## config.mk

```make
export PLATFORM = sky130hd
export DESIGN_NAME = tt_eval_seq
export DESIGN_NICKNAME = d
export VERILOG_FILES = /design/src/rtl/tt_eval_seq.sv
export SDC_FILE = /design/constraint.sdc
export NUM_CORES = 1
export LEC_CHECK = 0
export BUFFER_PORTS_ARGS = -buffer_cell sky130_fd_sc_hd__buf_2
export CAP_MARGIN = 20
export CORE_MARGIN = 2
export CORE_UTILIZATION = 59
export CTS_CLUSTER_SIZE = 14
export DETAILED_ROUTE_END_ITERATION = 16
export GPL_TIMING_DRIVEN = 1
export PLACE_DENSITY_LB_ADDON = 0.25
export SYNTH_ARGS = -nofsm -noshare
export SYNTH_HDL_FRONTEND = slang
export SYNTH_SLANG_ARGS = --single-unit
```

## constraint.sdc

```tcl
create_clock -name clk -period 2.9 [get_ports clk]
set_input_delay 0.58 -clock clk [delete_from_list [all_inputs] [get_ports clk]]
set_output_delay 0.58 -clock clk [all_outputs]
set_load 0.02 [all_outputs]
```

## src/rtl/tt_eval_seq.sv

```systemverilog
// Runtime-loadable N-input truth-table evaluator with valid/ready handshake.
// The table streams in MSB first through a shadow register and commits atomically on the last bit.
module tt_eval_seq #(
  parameter int unsigned          N_IN       = 3,
  parameter logic [(1<<N_IN)-1:0] TT_INIT    = '0,
  parameter bit                   INIT_VALID = 1'b0,
  parameter int unsigned          CNT_W      = 16
) (
  input  logic             clk,
  input  logic             rst_n,
  input  logic             cfg_start,
  input  logic             cfg_valid,
  input  logic             cfg_bit,
  output logic             cfg_done,
  output logic             cfg_busy,
  input  logic             in_valid,
  output logic             in_ready,
  input  logic [N_IN-1:0]  in_data,
  output logic             out_valid,
  input  logic             out_ready,
  output logic             out_bit,
  output logic [CNT_W-1:0] eval_cnt
);

  // state    | meaning
  // ST_UNCFG | no usable table yet; inputs are refused
  // ST_LOAD  | table bits are shifting into the shadow register
  // ST_RUN   | active table valid; vectors are evaluated
  typedef enum logic [1:0] {
    ST_UNCFG = 2'd0,
    ST_LOAD  = 2'd1,
    ST_RUN   = 2'd2
  } state_t;

  localparam int unsigned TT_W      = 1 << N_IN;
  localparam state_t      RST_STATE = INIT_VALID ? ST_RUN : ST_UNCFG;

  state_t            state_q, state_d;
  logic [TT_W-1:0]   shadow_q, shadow_d;
  logic [TT_W-1:0]   table_q, table_d;
  logic [N_IN-1:0]   bit_cnt_q, bit_cnt_d;
  logic              cfg_done_q;
  logic              out_valid_q, out_valid_d;
  logic              out_bit_q, out_bit_d;
  logic [CNT_W-1:0]  eval_cnt_q, eval_cnt_d;

  logic              cfg_take;
  logic              commit;
  logic              accept;
  logic              handshake;
  logic [N_IN-1:0]   tt_idx;

  // cfg_start has priority over a coincident config bit
  assign cfg_take  = (state_q == ST_LOAD) && cfg_valid && !cfg_start;
  // The counter covers exactly TT_W bits, so all-ones marks the final bit
  assign commit    = cfg_take && (&bit_cnt_q);
  assign accept    = in_valid && in_ready;
  assign handshake = out_valid_q && out_ready;
  // Row 0 sits at the table MSB, so bit index TT_W-1-r equals the inverted row number
  assign tt_idx    = ~in_data;

  always_ff @(posedge clk or negedge rst_n) begin
    if (!rst_n) begin
      state_q <= RST_STATE;
    end else begin
      state_q <= state_d;
    end
  end

  always_comb begin
    state_d = state_q;
    unique case (state_q)
      ST_UNCFG: if (cfg_start) state_d = ST_LOAD;
      ST_LOAD:  if (commit)    state_d = ST_RUN;
      ST_RUN:   if (cfg_start) state_d = ST_LOAD;
      default:                 state_d = RST_STATE;
    endcase
  end

  always_comb begin
    cfg_busy = (state_q == ST_LOAD);
    in_ready = (state_q == ST_RUN) && (!out_valid_q || out_ready);
  end

  always_comb begin
    shadow_d  = shadow_q;
    bit_cnt_d = bit_cnt_q;
    table_d   = table_q;
    if (cfg_start) begin
      shadow_d  = '0;
      bit_cnt_d = '0;
    end else if (cfg_take) begin
      shadow_d  = {shadow_q[TT_W-2:0], cfg_bit};
      bit_cnt_d = bit_cnt_q + 1'b1;
      if (commit) begin
        table_d = {shadow_q[TT_W-2:0], cfg_bit};
      end
    end
  end

  // A held result keeps its value even if a new table commits underneath it
  always_comb begin
    out_valid_d = out_valid_q;
    out_bit_d   = out_bit_q;
    if (accept) begin
      out_valid_d = 1'b1;
      out_bit_d   = table_q[tt_idx];
    end else if (handshake) begin
      out_valid_d = 1'b0;
    end
  end

  always_comb begin
    eval_cnt_d = eval_cnt_q;
    if (commit) begin
      eval_cnt_d = '0;
    end else if (handshake && (eval_cnt_q != {CNT_W{1'b1}})) begin
      eval_cnt_d = eval_cnt_q + 1'b1;
    end
  end

  always_ff @(posedge clk or negedge rst_n) begin
    if (!rst_n) begin
      shadow_q    <= '0;
      bit_cnt_q   <= '0;
      table_q     <= TT_INIT;
      cfg_done_q  <= 1'b0;
      out_valid_q <= 1'b0;
      out_bit_q   <= 1'b0;
      eval_cnt_q  <= '0;
    end else begin
      shadow_q    <= shadow_d;
      bit_cnt_q   <= bit_cnt_d;
      table_q     <= table_d;
      cfg_done_q  <= commit;
      out_valid_q <= out_valid_d;
      out_bit_q   <= out_bit_d;
      eval_cnt_q  <= eval_cnt_d;
    end
  end

  assign cfg_done  = cfg_done_q;
  assign out_valid = out_valid_q;
  assign out_bit   = out_bit_q;
  assign eval_cnt  = eval_cnt_q;

endmodule

```

==> out/metrics.yaml <==
status:
  outcome: "finished, final reports clean"
sta:
  timing.final.crit_share_pct: 70.2
  achievable-frequency_ghz: 0.491
  hold_violations: 0
  worstMarginPinSlew_ns: 0.840
  totalNegativeSetupSlack_ns: 0
  min_period_ns: 2.04
  clock-skew-final_ns: 0.0105
  pins_over_slew_limit: 0
  rsz0062_at_grt: "false"
  timing.final.setup_violations: 0
  timing.max_slew.rel_slack_pct: 44.0
synth:
  synth_warnings: 0
  syn-cell-area_um2: 1880
  synthesis.area_per_instance_um2: 9.71
  synthesis.nets: 207
  netlist-cell-type-count: 38
  post_synth_main_area_contributors: "dfrtp_1, nand2_1, a21oi_1, or3_1, mux4_2"
  synth_top_cells_by_count: "nand2_1, dfrtp_1, a21oi_1"
  synth_top_area_share_pct: 51.8
  synth_async_sr_flop_share_pct: 100
  post_synthesis_sequential_area_ratio_pct: 51.8
  synth_enable_flop_cells: 0
  flip_flop_and_latch_count_after_synthesis: 39
  netlist_instances: 194
  dominant_register_cell_in_the_synthesized_netlist: "dfrtp_1"
  yosysTopAreaCell: "dfrtp_1"
  synthMostInstantiatedCell: "nand2_1"
grt:
  grt.met1_usage_pct: 31.6
  first_global_vias: 1533
  antenna_violations_before_repair: 0
  grtUsageTotal_pct: 24.6
  met2_usage_pct: 39.4
  grt_max_degree: 40
  wire_length_of_the_first_global_routing_pass_um: 6620
  grt-busiest-layer: "met2"
  globalRouteOverflowTotal: 0
  global_route.usage.met3_pct: 7.68
finish:
  antennaDiodeCount: 0
  layout-area-overhead-vs-synth_pct: 13.7
  finalNetCount: 239
  number_of_fill_cells_in_the_layout: 241
  finalInstanceArea_um2: 2140
  multi_input_comb_area_um2: 866
  drive_above_1_share_pct: 21.6
  seq_area_um2: 976
pwr:
  powerDensity_nw_per_um2: 458
  clock_power_share_pct: 32.2
  switching_power_w: 0.000247
  leakagePower_nw: 1.04
  irDropWorstVdd_v: 0.000324
  netSwitchingFraction_pct: 25.2
  combPwrFrac_pct: 9.1
  power.internal_w: 0.000733
  power.sequential.fraction_pct: 58.7
die:
  core-area_um2: 3050
  fp.dieArea_um2: 3660
  placementRows: 20
  initial_core_util_pct: 61.7
  die_width_um: 60.5
  ios: 31
  die-height_um: 60.5
place:
  numPortBuffers: 30
  routabilityCongestion: 0.834
  dpl-instance-area_um2: 2070
  dp_hpwl_um: 2790
clock_network:
  path_clk_slew_ns: 0.11
  max-clock-path-buffers: 2
  numClockSinks: 39
  post_cts_repair_resize_count: 0
  cts_hold_repair.buffers: 0
  clock_latency_ns: 0.35
  buffers_inserted_during_post_cts_setup_optimization: 0
  tritoncts_clock_tree: "done"
  cts_root_buf: "clkbuf_4"
  numCtsBuffers: 5
  htree_levels: 2
routing:
  drc: 0
  drt-initial-drc-count: 68
  route.vias.total: 1580
  drt_wl_total_um: 3840
  drt.antenna.violating_nets: 0
  routed_wire_length_per_instance_um: 14.2
  vias_per_cell: 5.83
  drt_pass1_iterations: 4
worst_setup_path:
  timing.critical_path.fanout_max: 4
  crit_path_end_kind: "output pin"
  critical_path.slowest_cell: "dfrtp_1"
  start_kind: "flop"
  required_ns: 2.32
  crit_path_max_incr_delay_ns: 0.42
  cp_top_family: "flip-flops"
  worst-setup-path-type: "reg2out"
  timing.critical_path.cells: "nand2b_1 -> a21oi_1 -> buf_2"
  timing.critical_path.arrival_ns: 1.46
  critical_path_buffer_and_inverter_count: 1
job:
  max_cap_violations: 0
worst_hold_path:
  worst_hold_class: "in2async"
## power groups by stage
stage	logic, W	registers (W)	clock network, W
after floorplan	0.0000428	0.000594	0
after global placement	0.0000867	0.000585	0
after detailed placement	0.0000898	0.000587	0
after CTS	0.0000903	0.000576	0.000321
after global routing	0.000102	0.000580	0.000341
final	0.0000889	0.000576	0.000316
## flip-flops by register name, summed over array words and instances, names as in the netlist
register   count
eval_cnt      16
table_q        8
shadow_q       7
bit_cnt_q      3
state_q        2
cfg_done       1
out_bit        1
out_valid      1
## placed cells by master, fill, tap and decap left out, types with 2 or more instances in the layout
cell,n
a21oi_1,24
and3_1,2
and4_1,2
buf_2,30
clkbuf_4,5
clkbuf_8,2
dfrtp_1,39
ha_1,3
inv_1,4
mux2i_1,2
mux4_2,2
nand2_1,51
nand3_1,2
nand4_1,4
nor2_1,4
nor2b_1,2
o21ai_0,7
o21ai_1,5
o31ai_1,4
or3_1,8
or4_1,4
xor2_1,2
## through the flow
| step | power (W) | cells | hold slack (ns) | util (%) | setup WS [ns] |
|---|---|---|---|---|---|
| floorplan | 0.000637 | 194 | 0.284 | - | 0.970 |
| global placement | 0.000672 | 263 | 0.460 | 67.9 | 0.948 |
| detailed placement | 0.000677 | 263 | 0.465 | 67.9 | 0.841 |
| CTS | 0.000988 | 271 | 0.345 | 70.2 | 0.845 |
| global route | 0.00102 | 271 | 0.367 | 70.2 | 0.765 |
| finish | 0.000981 | 271 | 0.318 | 70.2 | 0.863 |
## metal layers
metal  vias up  share of wire, %
met1       762                43
met4         0               2.3
met3        14               5.4
met5         -                 0
li1        756                 -
met2        48                49
## cells by family after synthesis
kind of cell             share of synthesized area (%)
flip-flops                                        51.8
AO/OA/AOI/OAI                                     13.2
AND/OR/NAND/NOR                                   25.9
multiplexers                                      3.45
buffers and inverters                             2.26
XOR/XNOR                                          1.39
adder cells (fa/ha/maj)                           1.99
## worst paths after layout
check	start	to	slack, ns	cells past startpoint
max	state_q[0]	in_ready	0.86	3
min	rst_n	eval_cnt[11]	0.32	1
max reg2reg	eval_cnt[0]	eval_cnt[10]	0.98	5
min reg2reg	table_q[2]	table_q[2]	0.50	2
max in group asynchronous	rst_n	bit_cnt_q[2]	2.05	1
min in group clk	cfg_bit	table_q[0]	0.44	3
## cell type report
cell class	instances	area share [%]
Sequential cell	39	45.6
Timing Repair Buffer	31	7.36
Multi-Input combinational cell	144	40.4
Clock buffer	8	3.21
Inverter	5	0.876
Tap cell	44	2.57
Power figures use the tool's default switching activity.
